==> src/rtl/reg_universal_n_if.sv <==
// Control/data bundle for the N-bit universal register: operation request in,
// register contents and status flags out.
interface reg_universal_n_if #(
  parameter int WIDTH = 32
);
  logic             EN;
  logic [2:0]       MODE;
  logic [WIDTH-1:0] D;
  logic             SIN;
  logic [WIDTH-1:0] Q;
  logic [WIDTH-1:0] QBAR;
  logic             CO;
  logic             ZERO;

  modport master (
    output EN, MODE, D, SIN,
    input  Q, QBAR, CO, ZERO
  );

  modport slave (
    input  EN, MODE, D, SIN,
    output Q, QBAR, CO, ZERO
  );
endinterface

==> src/rtl/reg_universal_n.sv <==
// N-bit universal register: hold, load, shift, rotate, increment and decrement
// selected per cycle, with a registered carry/borrow/shift-out flag.
module reg_universal_n #(
  parameter int               WIDTH     = 32,
  parameter logic [WIDTH-1:0] RESET_VAL = '0
) (
  input  logic               CLK,
  input  logic               RST,
  reg_universal_n_if.slave   bus
);

  localparam logic [2:0] MODE_HOLD = 3'b000;
  localparam logic [2:0] MODE_LOAD = 3'b001;
  localparam logic [2:0] MODE_SHL  = 3'b010;
  localparam logic [2:0] MODE_SHR  = 3'b011;
  localparam logic [2:0] MODE_ROTL = 3'b100;
  localparam logic [2:0] MODE_ROTR = 3'b101;
  localparam logic [2:0] MODE_INC  = 3'b110;
  localparam logic [2:0] MODE_DEC  = 3'b111;

  logic [WIDTH-1:0] r_q;
  logic             r_co;
  logic [WIDTH-1:0] w_q_nxt;
  logic             w_co_nxt;

  // Wrapping increment; the extra top bit is the carry out of the all-ones case.
  function automatic logic [WIDTH:0] inc_wrap(input logic [WIDTH-1:0] a);
    inc_wrap = {1'b0, a} + {{WIDTH{1'b0}}, 1'b1};
  endfunction

  // Wrapping decrement; top bit is the borrow taken when decrementing zero.
  function automatic logic [WIDTH:0] dec_wrap(input logic [WIDTH-1:0] a);
    dec_wrap = {(a == '0), a - {{(WIDTH-1){1'b0}}, 1'b1}};
  endfunction

  always_comb begin
    w_q_nxt  = r_q;
    w_co_nxt = r_co;
    if (bus.EN) begin
      case (bus.MODE)
        MODE_HOLD: begin
          w_q_nxt  = r_q;
          w_co_nxt = r_co;
        end
        MODE_LOAD: begin
          w_q_nxt  = bus.D;
          w_co_nxt = 1'b0;
        end
        MODE_SHL: begin
          w_q_nxt  = {r_q[WIDTH-2:0], bus.SIN};
          w_co_nxt = r_q[WIDTH-1];
        end
        MODE_SHR: begin
          w_q_nxt  = {bus.SIN, r_q[WIDTH-1:1]};
          w_co_nxt = r_q[0];
        end
        MODE_ROTL: begin
          w_q_nxt  = {r_q[WIDTH-2:0], r_q[WIDTH-1]};
          w_co_nxt = r_q[WIDTH-1];
        end
        MODE_ROTR: begin
          w_q_nxt  = {r_q[0], r_q[WIDTH-1:1]};
          w_co_nxt = r_q[0];
        end
        MODE_INC: {w_co_nxt, w_q_nxt} = inc_wrap(r_q);
        MODE_DEC: {w_co_nxt, w_q_nxt} = dec_wrap(r_q);
        // An unresolved mode select leaves the register untouched.
        default: begin
          w_q_nxt  = r_q;
          w_co_nxt = r_co;
        end
      endcase
    end
  end

  always_ff @(posedge CLK) begin
    if (RST) begin
      r_q  <= RESET_VAL;
      r_co <= 1'b0;
    end else begin
      r_q  <= w_q_nxt;
      r_co <= w_co_nxt;
    end
  end

  assign bus.Q    = r_q;
  assign bus.QBAR = ~r_q;
  assign bus.CO   = r_co;
  assign bus.ZERO = (r_q == '0);

endmodule

==> src/flat_wrapper.sv <==
// flat-port wrapper written by rule: the top's interface ports become plain ports
module reg_universal_n_flat 
#(
  parameter int               WIDTH     = 32,
  parameter logic [WIDTH-1:0] RESET_VAL = '0
)
  (CLK, RST, bus_EN, bus_MODE, bus_D, bus_SIN, bus_Q, bus_QBAR, bus_CO, bus_ZERO);
  reg_universal_n_if #(.WIDTH(WIDTH)) bus_i ();
  input  logic CLK;
  input  logic RST;
  input wire logic [$bits(bus_i.EN)-1:0] bus_EN;
  input wire logic [$bits(bus_i.MODE)-1:0] bus_MODE;
  input wire logic [$bits(bus_i.D)-1:0] bus_D;
  input wire logic [$bits(bus_i.SIN)-1:0] bus_SIN;
  output wire logic [$bits(bus_i.Q)-1:0] bus_Q;
  output wire logic [$bits(bus_i.QBAR)-1:0] bus_QBAR;
  output wire logic [$bits(bus_i.CO)-1:0] bus_CO;
  output wire logic [$bits(bus_i.ZERO)-1:0] bus_ZERO;
  assign bus_i.EN = bus_EN;
  assign bus_i.MODE = bus_MODE;
  assign bus_i.D = bus_D;
  assign bus_i.SIN = bus_SIN;
  assign bus_Q = bus_i.Q;
  assign bus_QBAR = bus_i.QBAR;
  assign bus_CO = bus_i.CO;
  assign bus_ZERO = bus_i.ZERO;
  reg_universal_n #(.WIDTH(WIDTH), .RESET_VAL(RESET_VAL)) u_core (.CLK(CLK), .RST(RST), .bus(bus_i));
endmodule
==> config.mk <==
export PLATFORM = sky130hd
export DESIGN_NAME = reg_universal_n_flat
export DESIGN_NICKNAME = d
export VERILOG_FILES = /design/src/rtl/reg_universal_n_if.sv /design/src/rtl/reg_universal_n.sv /design/src/flat_wrapper.sv
export SDC_FILE = /design/constraint.sdc
export NUM_CORES = 1
export LEC_CHECK = 0
export ABC_AREA = 1
export CORE_MARGIN = 1.5
export CORE_UTILIZATION = 51
export DETAILED_ROUTE_END_ITERATION = 12
export PLACE_DENSITY = 0.9
export SLEW_MARGIN = 20
export SYNTH_ARGS = -nofsm -noshare
export SYNTH_HDL_FRONTEND = slang
export SYNTH_SLANG_ARGS = --single-unit
==> constraint.sdc <==
create_clock -name CLK -period 2.2 [get_ports CLK]
set_input_delay 0.44 -clock CLK [delete_from_list [all_inputs] [get_ports CLK]]
set_output_delay 0.44 -clock CLK [all_outputs]
set_load 0.05 [all_outputs]
# ---- After elaboration in Yosys (flattened, before gate mapping)
# Index checks and enable logic that the tools add are counted.
dict set report word_totals {
  wordCells 20
  input_bits 39
  register_bits 33
  output_inout_bits 66
}
dict set report op_classes {
  n_mux 2
  bitwise 2
  add_sub_neg 2
  reduce_logical 5
  eq_ne 7
}
# op count
set ops {}
lappend ops {{case mux 32 bit (7 select lines)} 1}
lappend ops {{adder 32 x 1 -> 33 bit, second input constant} 1}
lappend ops {{logical NOT 32 bit} 1}
lappend ops {{inverter 32 bit} 1}
lappend ops {{subtractor 32 x 1 -> 32 bit, second input constant} 1}
lappend ops {{== test 3 bit, second input constant} 4}
lappend ops {{== test 3 x 2 -> 1 bit, second input constant} 2}
lappend ops {{case mux 1 bit (5 select lines)} 1}
lappend ops {{OR reduction 2 bit} 2}
lappend ops {{== test 3 x 1 -> 1 bit, second input constant} 1}
lappend ops {{logical NOT 3 bit} 1}
lappend ops {{AND reduction 2 bit} 1}
lappend ops {{inverter 1 bit} 1}

# ---- Depth between registers and ports, before layout
# Gate-level depths: netlist of run 1.
dict set report logic_depth {
  word_depth 3
  depth_mapped 13
  depth_no_buf 12
}

# ---- Least setup slack after synthesis of run 1
# Ideal clock, no wire load.
dict set report synth_timing {
  path_type {register to output}
  start {reg u_core.r_q[1], in the netlist u_core.bus.Q[1]}
  end {out bus_ZERO}
  arrival_ps 2874
  path_buffers 0
  t_required_ps 1760
  path_stages_with_launch 9
  slack_ps -1114
  cell_sequence {dfxtp_1 -> inv_1 -> ha_1 -> nand2_2 -> nor3_1 -> nand4_1 -> nor3_1 -> nand3_1 -> nor3_1}
}
dict set report synth_between {
  elab_chain_len 1
}
# item line_no
set synth_lines {}
lappend synth_lines {{start, declared} reg_universal_n.sv:21} ;# logic [WIDTH-1:0] r_q;
lappend synth_lines {{start signal, assigned} reg_universal_n.sv:81} ;# r_q <= w_q_nxt;
lappend synth_lines {{logical NOT 32 bit} reg_universal_n.sv:89} ;# assign bus.ZERO = (r_q == '0);
lappend synth_lines {{end, declared} flat_wrapper.sv:18} ;# output wire logic [$bits(bus_i.ZERO)-1:0] bus_ZERO;
# No other way between the ends.

# ---- Final worst setup path of run 1
# Ends and elaborated chain as after synthesis.

==> results of run 1 <==
==> routing by layer <==
metal | GRT usage (%) | wire length, um | vias to the layer above
li1 | - | - | 2907
met1 | 57.3 | 7490 | 2795
met2 | 65.1 | 8390 | 488
met3 | 13.7 | 2970 | 86
met4 | 22.0 | 867 | 0
met5 | 0 | 0 | -
==> tightest hold or removal path, cell delays in order, from the launching register on <==
cell and delay [ns]:
dfxtp_1 0.32, nand2_1 0.06, a21oi_1 0.06
==> final cells by class <==
| type | instances | area [um2] |
|---|---|---|
| clock inverter | 1 | 30.0 |
| timing repair buffer | 179 | 1620 |
| sequential | 33 | 668 |
| clock buffer | 7 | 86.3 |
| fill | 734 | 2240 |
| inverter | 66 | 280 |
| tap | 105 | 131 |
| multi-input combinational | 647 | 3160 |
==> how the worst min path moves through the flow <==
stage / start / to
floorplan: u_core.bus.Q[1]$_SDFFE_PP0P_ / u_core.bus.Q[1]$_SDFFE_PP0P_
global placement: u_core.bus.CO$_SDFFE_PP0P_ / u_core.bus.CO$_SDFFE_PP0P_
detailed placement: u_core.bus.CO$_SDFFE_PP0P_ / u_core.bus.CO$_SDFFE_PP0P_
CTS: u_core.bus.CO$_SDFFE_PP0P_ / u_core.bus.CO$_SDFFE_PP0P_
global route: u_core.bus.CO$_SDFFE_PP0P_ / u_core.bus.CO$_SDFFE_PP0P_
finish: u_core.bus.CO$_SDFFE_PP0P_ / u_core.bus.CO$_SDFFE_PP0P_
==> report_power, final <==
group | switching (mW) | internal (mW) | total, mW
registers | 0.0634 | 0.644 | 0.707
logic | 1.14 | 0.569 | 1.71
clock network | 0.280 | 0.370 | 0.651
==> registers in the layout, summed over array words and instances (netlist names) <==
name,count
u_core.bus.Q,32
u_core.bus.CO,1
==> cell families after synthesis <==
family          Yosys count  synth area share, %
xor+xnor                  1                0.203
compound gates          157                 19.9
flops                    33                 15.3
simple gates            487                 51.0
fa+ha+maj                 2                0.578
buf+inv                 113                 13.1
==> synth_stat cells (8+ instances only) <==
cell     number  area share, %
a21oi_1      59            6.8
buf_2        24            2.8
buf_6        11            2.9
dfxtp_1      33             15
inv_1        52            4.5
inv_2         8           0.69
nand2_1     202             18
nand2_2       8            1.2
nand3_1     101             12
nand4_1      12            1.7
nor2_1      116             10
nor3_1       12            1.4
o21ai_0      53            6.1
o21ai_1      27            3.1
==> timing repair <==
action | in CTS | in global routing
gates resized for setup | 6 | 9
hold buffers | 0 | 0
setup endpoints to repair | 5 | 12
==> metrics.txt, run 1 <==
status=finished with violations; failing checks=negative setup slack; total track usage=44.1%; GPL Wtd Cong=approximately 1.1; syn_nets=834; Synth Flop Type=dfxtp_1; DR vias/cell=6.05; Worst Path Max Fanout=3; most frequent cells in the layout=nand2_1 (201), nor2_1 (115), buf_4 (101); Die Width=approximately 95 um; Final Power=roughly 3.1 mW; setup slack at placement=-0.0362 ns; clock buffer depth=2; ANT nets after route=0; DP Area=around 0.0058 mm2; Critical Path Source Type=register; cell breakdown of the critical path=clkinvlp_4, ha_4, nand2_4, nor3_4, nand4_1, nor3_2, nand3_2, nor3_4, buf_12; Iteration-0 DRC Markers=893; pin count of the biggest net entering global routing=24; sequential element share of the synthesized area=roughly 15%; transition time of the tightest slew-check pin=about 0.56 ns; commonest non-fill, non-tap cell in the layout=nand2_1; Routed wire per std cell=19.0 um; Avg Inst Size Synth=between 5 and 6 um2; synth warn=0; non-filler cells, final=between 1,000 and 1,500; final worst slack=-0.191 ns; initial antenna violation count=0; Final Util=between 70% and 80%; nature of the critical path endpoint=primary output; Design Area, Final=roughly 0.006 mm2; IO Count=around 110; cell family with most CP delay=simple AND/OR/NAND/NOR gates; Initial Utilization=roughly 53%; CTS tree=built; Post-Syn Area=0.00433 mm2; Setup-failing EPs final=1; vias in the first global route=5,766; hpwl dp=between 15 and 20 mm; worst flop-to-flop path startpoint=u_core.bus.Q[0]$_SDFFE_PP0P_; die outline area=~0.0090 mm2; Max Cap Viol=0; Critical Path End=bus_ZERO; Port Buf Inserts=~100; R2R Setup Slk=about 0.16 ns; Post CTS Setup Buffer Count=0; CTS root buf=clkbuf_8; CP max stage delay=0.36 ns; synthesis-to-finish area growth=38.2%; # rows=33; Clk Latency, worst-skew pair=0.31 ns; Slew headroom=between 60% and 70%; Inst Count DP=roughly 1,000; leakage power=2.47 nW; fmax=0.418 GHz; min cycle time layout=2.39 ns; Die Y=95.1 um; HP Class=reg -> reg; Max Slew Vio Count=0; Yosys reg bits=33; final WL=between 15 and 20 mm; Post-synth EDFFs=0; ys async rst share=0%; Critical path origin=u_core.bus.Q[1]$_SDFFE_PP0P_; PwrDens=513 mW/mm2; Worst Clk Skew=between 0.01 and 0.015 ns; Clock Pin Slew Worst Setup and Hold Paths=0.08 ns; DRC viols=0; worst vdd ir=0.318 mV; n_diodes=0; WP depth=9; crit path buf inv count=2; Reg2Reg Depth=12; final hold violations=0; count of cell types in the netlist=41; total core area=slightly above 0.008 mm2; gr ovfl total=0; Num CTS Buffers=5; CP most frequent cell=nor3_4; vias=between 6,000 and 7,000; fraction of layout cells with a size suffix above 1=approximately a fifth; Post-Syn Instances=around 790; CP max stage cell=dfxtp_4; clk sinks=33; H-tree levels=2; Worst EP arrival=between 1.5 and 2 ns; hold slack=roughly 0.49 ns; hold depth=2; first drt pass iteration count=6; period utilisation layout=109%; critical path type=reg -> out; first-pass GRT wire length=~30 mm; Net count, final=973; RSZ-0062 raised after global routing=yes; WP data required=1.76 ns; Fin Setup TNS=-0.191 ns; FF-to-FF End=u_core.bus.Q[30]$_SDFFE_PP0P_
(Power assumes the default switching activity.)
==> run 2, diff against run 1 <==
- CELL_PAD_IN_SITES_DETAIL_PLACEMENT: unset -> 1
- CELL_PAD_IN_SITES_GLOBAL_PLACEMENT: unset -> 1
- CORE_UTILIZATION: 51 -> 34
- PLACE_DENSITY: 0.9 -> 0.91
- SLEW_MARGIN: 20 -> unset
- TNS_END_PERCENT: unset -> 1
==> metrics.txt, run 2 (same netlist as run 1, synthesis figures left out) <==
final worst slack=-0.157 ns (+0.0343 ns); fraction of layout cells with a size suffix above 1=21.2% (+1.1 points); hpwl dp=18.1 mm (+18%); first drt pass iteration count=5 (-1); worst vdd ir=0.285 mV (-10%); leakage power=2.51 nW (+1.5%); Final Power=3.25 mW (+6.1%); vias in the first global route=6,539 (+13%); n_diodes=0 (unchanged); CTS root buf=clkbuf_16; synthesis-to-finish area growth=41.9%; ANT nets after route=0 (unchanged); final hold violations=0 (unchanged); fmax=0.424 GHz (+1.5%); fillcell total=1,822 (+150%); initial antenna violation count=0 (unchanged); failing checks=negative setup slack; combinational share of power=54.5% (-1.2 points); DR vias/cell=5.77 (-4.6%); Worst Clk Skew=0.0104 ns (-0.00308 ns); Initial Utilization=34.6% (-18 points); Seq pwr share=21.7% (-1.4 points); status=finished with violations; PwrDens=530 mW/mm2 (+3.4%); Max Cap Viol=0 (unchanged); RSZ-0062 raised after global routing=yes; Slew headroom=65.4% (+2.4 points); HP Class=reg -> reg; final WL=23.2 mm (+18%); max FFs per register=32 (unchanged); Routed wire per std cell=20.8 um (+9.5%); Iteration-0 DRC Markers=544 (-39%); min cycle time layout=2.36 ns (-0.0343 ns); # rows=41 (+24%); clock buffer depth=2 (unchanged); Port Buf Inserts=104 (unchanged); transition time of the tightest slew-check pin=0.518 ns (-0.0374 ns); clk sinks=33 (unchanged); Critical Path Source Type=register; commonest non-fill, non-tap cell in the layout=nand2_1; Clk pwr share=23.8% (+2.6 points); total track usage=35.3% (-8.7 points); IO Count=105 (unchanged); switching pwr=1.58 mW (+6.7%); Fin Setup TNS=-0.157 ns (+0.0343 ns); vias=6,423 (+2.3%); Max Slew Vio Count=0 (unchanged); DRC viols=0 (unchanged); gr ovfl total=0 (unchanged); Num CTS Buffers=5 (unchanged); most frequent cells in the layout=nand2_1 (201), buf_4 (116), nor2_1 (114); first-pass GRT wire length=35.8 mm (+19%); Die Y=116 um (+22%); Die Width=116 um (+22%); pin count of the biggest net entering global routing=43 (+79%); Net count, final=983 (+1.0%); nature of the critical path endpoint=primary output; switching share of power=48.6% (+0.26 points); die outline area=0.0134 mm2 (+48%); cell breakdown of the critical path=nor2_1, nand2_1, nor4_2, nand3_4, nor3_4, buf_12; setup slack at placement=-0.135 ns (-0.0992 ns); Clk Latency, worst-skew pair=0.31 ns (about the same); Final Util=49.0% (-24 points); critical path type=reg -> out; CTS tree=built; CP max stage cell=nor4_2; Setup-failing EPs final=1 (unchanged); period utilisation layout=107% (-1.6 points); Worst Path Max Fanout=3 (unchanged); Clock Pin Slew Worst Setup and Hold Paths=0.06 ns (-0.02 ns); Post-CTS Hold Buffers=0 (unchanged); Post CTS Setup Buffer Count=0 (unchanged); Worst EP arrival=1.92 ns (-0.03 ns); WP data required=1.76 ns (about the same); Internal=1.67 mW (+5.6%); total core area=0.0125 mm2 (+52%); H-tree levels=2 (unchanged); GPL Wtd Cong=1.02 (-3.9%); CP max stage delay=0.41 ns (+0.05 ns)
run 2: repair_timing:
action,4_1_cts,5_1_grt
setup endpoints to repair,5,7
gates resized for setup,8,7
pin swaps,1,0
run 2: metal layers:
metal | track usage [%] | up-vias | routed length (um)
li1 | - | 2930 | -
met2 | 59.5 | 325 | 11000
met4 | 17.9 | 0 | 1160
met1 | 43.7 | 3088 | 9330
met5 | 0 | - | 0
met3 | 5.44 | 80 | 1740
run 2: worst max-delay path, delay by kind of cell (launching register included):
family                 cells  cell delay (ns)
and+or+nand+nor            5             1.10
DFF                        1             0.34
buffers and inverters      1             0.16
run 2: cell type report:
class	instances	area, um2	area share, %
Multi-Input combinational cell	647	3170	51.7
Clock buffer	7	143	2.32
Timing Repair Buffer	189	1660	27.0
Inverter	66	280	4.57
Sequential cell	33	668	10.9
Tap cell	172	215	3.51
run 2: power by group through the flow:
stage	sequential [mW]	combinational, mW	clock (mW)
finish	0.707	1.77	0.773
global route	0.711	1.88	0.792
CTS	0.705	1.74	0.774
detailed placement	0.716	1.73	0
global placement	0.713	1.69	0
floorplan	0.850	0.916	0
run 2: worst paths after layout:
path | from | endpoint | slack, ns | cells after the start
min reg2reg | u_core.bus.CO$_SDFFE_PP0P_ | u_core.bus.CO$_SDFFE_PP0P_ | 0.52 | 2
max reg2reg | u_core.bus.Q[0]$_SDFFE_PP0P_ | u_core.bus.Q[10]$_SDFFE_PP0P_ | 0.11 | 11
min | u_core.bus.CO$_SDFFE_PP0P_ | u_core.bus.CO$_SDFFE_PP0P_ | 0.52 | 2
max | u_core.bus.Q[24]$_SDFFE_PP0P_ | bus_ZERO | -0.16 | 6
run 2: through the flow:
step                instances  hold slack, ns  area [um2]
global route             1114           0.537        6140
global placement         1107           0.459        5960
CTS                      1114           0.516        6110
floorplan                 793           0.574        4390
detailed placement       1107           0.474        5960
finish                   1114           0.517        6140
==> run 3, diff against run 2 <==
- CORE_UTILIZATION: 34 -> 36
- PLACE_DENSITY: 0.91 -> 0.95
- clock period: 2.2 -> 2.8 ns (I/O delays scaled with it)
==> metrics.txt, run 3 (same netlist as run 1, synthesis figures left out) <==
clock buffer depth=2 (unchanged); combinational share of power=50.1% (-4.4 points); total core area=0.0116 mm2 (-7.6%); fmax=roughly 0.37 GHz; Worst EP arrival=2.14 ns (+0.22 ns); Worst Clk Skew=0.00560 ns (-0.00479 ns); Seq pwr share=24.7% (+3.0 points); gr ovfl total=0 (unchanged); max FFs per register=32 (unchanged); Max Slew Vio Count=0 (unchanged); CTS tree=built; H-tree levels=2 (unchanged); vias in the first global route=6,193 (-5.3%); Post CTS Setup Buffer Count=0 (unchanged); HP Class=reg -> reg; final hold violations=0 (unchanged); Final Util=48.8% (-0.19 points); Iteration-0 DRC Markers=540 (-0.74%); cell breakdown of the critical path=inv_2, ha_1, nand2_2, nor3_2, nand4_1, nor3_2, nand3_1, nor3_4, buf_12; clk sinks=33 (unchanged); commonest non-fill, non-tap cell in the layout=nand2_1; Worst Path Max Fanout=6 (+3); RSZ-0062 raised after global routing=no; transition time of the tightest slew-check pin=0.585 ns (+0.0669 ns); # rows=39 (-4.9%); Setup-failing EPs final=0 (-1); CTS root buf=clkbuf_16; Die Y=113 um (-2.7%); Initial Utilization=37.4% (+2.8 points); Critical Path Source Type=register; CP most frequent cell=nor3_2; PwrDens=432 mW/mm2 (-19%); total track usage=34.3% (-0.96 points); Clk Latency, worst-skew pair=0.29 ns (-0.02 ns); DP Area=0.00548 mm2 (-8.1%); ANT nets after route=0 (unchanged); Net count, final=927 (-5.7%); switching share of power=48.3% (-0.32 points); synthesis-to-finish area growth=30.5%; Internal=1.26 mW (-25%); min cycle time layout=2.70 ns; pin count of the biggest net entering global routing=25 (-42%); nature of the critical path endpoint=primary output; Clock Pin Slew Worst Setup and Hold Paths=0.05 ns (about the same); status=complete, no violations; CP max stage delay=0.32 ns (-0.09 ns); Fin Setup TNS=0 ns (+0.157 ns); DRC viols=0 (unchanged); first-pass GRT wire length=34.0 mm (-5.1%); Routed wire per std cell=21.2 um (+1.9%); Die Width=113 um (-2.7%); period utilisation layout=a little under 100%; Num CTS Buffers=5 (unchanged); final WL=21.9 mm (-5.7%); Port Buf Inserts=104 (unchanged); IO Count=105 (unchanged); WP data required=2.24 ns (+0.48 ns); vias=6,220 (-3.2%); GPL Wtd Cong=1.03 (+0.40%); initial antenna violation count=1 (+1); worst vdd ir=0.238 mV (-17%); critical path type=reg -> out; Post-CTS Hold Buffers=0 (unchanged); Design Area, Final=0.00565 mm2 (-8.0%); leakage power=2.19 nW (-13%); switching pwr=1.18 mW (-26%); first drt pass iteration count=6 (+1); CP max stage cell=dfxtp_1; hold slack=0.479 ns (-0.0380 ns); Slew headroom=61.0% (-4.4 points); Max Cap Viol=0 (unchanged); die outline area=0.0127 mm2 (-5.4%); hpwl dp=16.7 mm (-8.0%); most frequent cells in the layout=nand2_1 (202), nor2_1 (116), clkdlybuf4s50_1 (103); fraction of layout cells with a size suffix above 1=10.7% (-11 points); DR vias/cell=6.03 (+4.6%); Clk pwr share=25.2% (+1.4 points)
-- run 3: cell types whose count changed in the layout (fill, tap and decap cells not counted), sizes merged --
cell	previous run	this run
buf	122	30
inv	56	61
clkinvlp	6	1
clkinv	4	5
dlygate4sd2	5	0
dlymetal6s2s	1	0
diode	0	1
clkdlybuf4s50	61	103
-- run 3: area by class of cell --
| type | count | area [um2] |
|---|---|---|
| Clock inverter | 1 | 5.00 |
| Sequential cell | 33 | 661 |
| Antenna cell | 1 | 2.50 |
| Tap cell | 143 | 179 |
| Clock buffer | 7 | 153 |
| Multi-Input combinational cell | 647 | 3120 |
| Fill cell | 1625 | 5920 |
| Inverter | 66 | 259 |
| Timing Repair Buffer | 133 | 1270 |
-- run 3: power groups by stage --
stage               Clock [mW]  Sequential, mW  Combinational, mW
floorplan                    0           0.666              0.706
finish                   0.614           0.603               1.22
CTS                      0.617           0.595               1.20
global route             0.629           0.606               1.29
global placement             0           0.603               1.16
detailed placement           0           0.605               1.18
-- run 3: what timing repair did --
action,CTS,global route
setup endpoints to repair,0,1
endpoints found under the hold margin,0,0
resized for setup,0,2
-- run 3: through the flow --
stage          instances  setup WS [ns]  total power [mW]
2_1_floorplan        793         0.0718              1.37
3_3_place_gp        1022          0.269              1.76
3_5_place_dp        1022          0.185              1.79
4_1_cts             1030         0.0127              2.41
5_1_grt             1030         0.0405              2.53
6_report            1031          0.100              2.44
-- run 3: per-layer routing --
metal,global-route usage (%),routed length (um)
met5,0,0
met4,15.0,871
met3,8.37,2350
met2,53.4,9750
met1,45.2,8900
-- run 3: critical path, delay by kind of cell (launching register included) --
family / cells / cell delay, ns
DFF: 1 / 0.32
buffers and inverters: 2 / 0.29
and+or+nand+nor: 6 / 0.97
adders and majority gates: 1 / 0.26
-- run 3: worst paths after layout --
| kind | startpoint | end | slack (ns) | cells after the start |
|---|---|---|---|---|
| setup / recovery | u_core.bus.Q[0]$_SDFFE_PP0P_ | bus_ZERO | 0.10 | 9 |
| hold / removal | u_core.bus.CO$_SDFFE_PP0P_ | u_core.bus.CO$_SDFFE_PP0P_ | 0.48 | 2 |
| setup reg to reg | u_core.bus.Q[1]$_SDFFE_PP0P_ | u_core.bus.Q[14]$_SDFFE_PP0P_ | 0.54 | 11 |
| hold reg to reg | u_core.bus.CO$_SDFFE_PP0P_ | u_core.bus.CO$_SDFFE_PP0P_ | 0.48 | 2 |
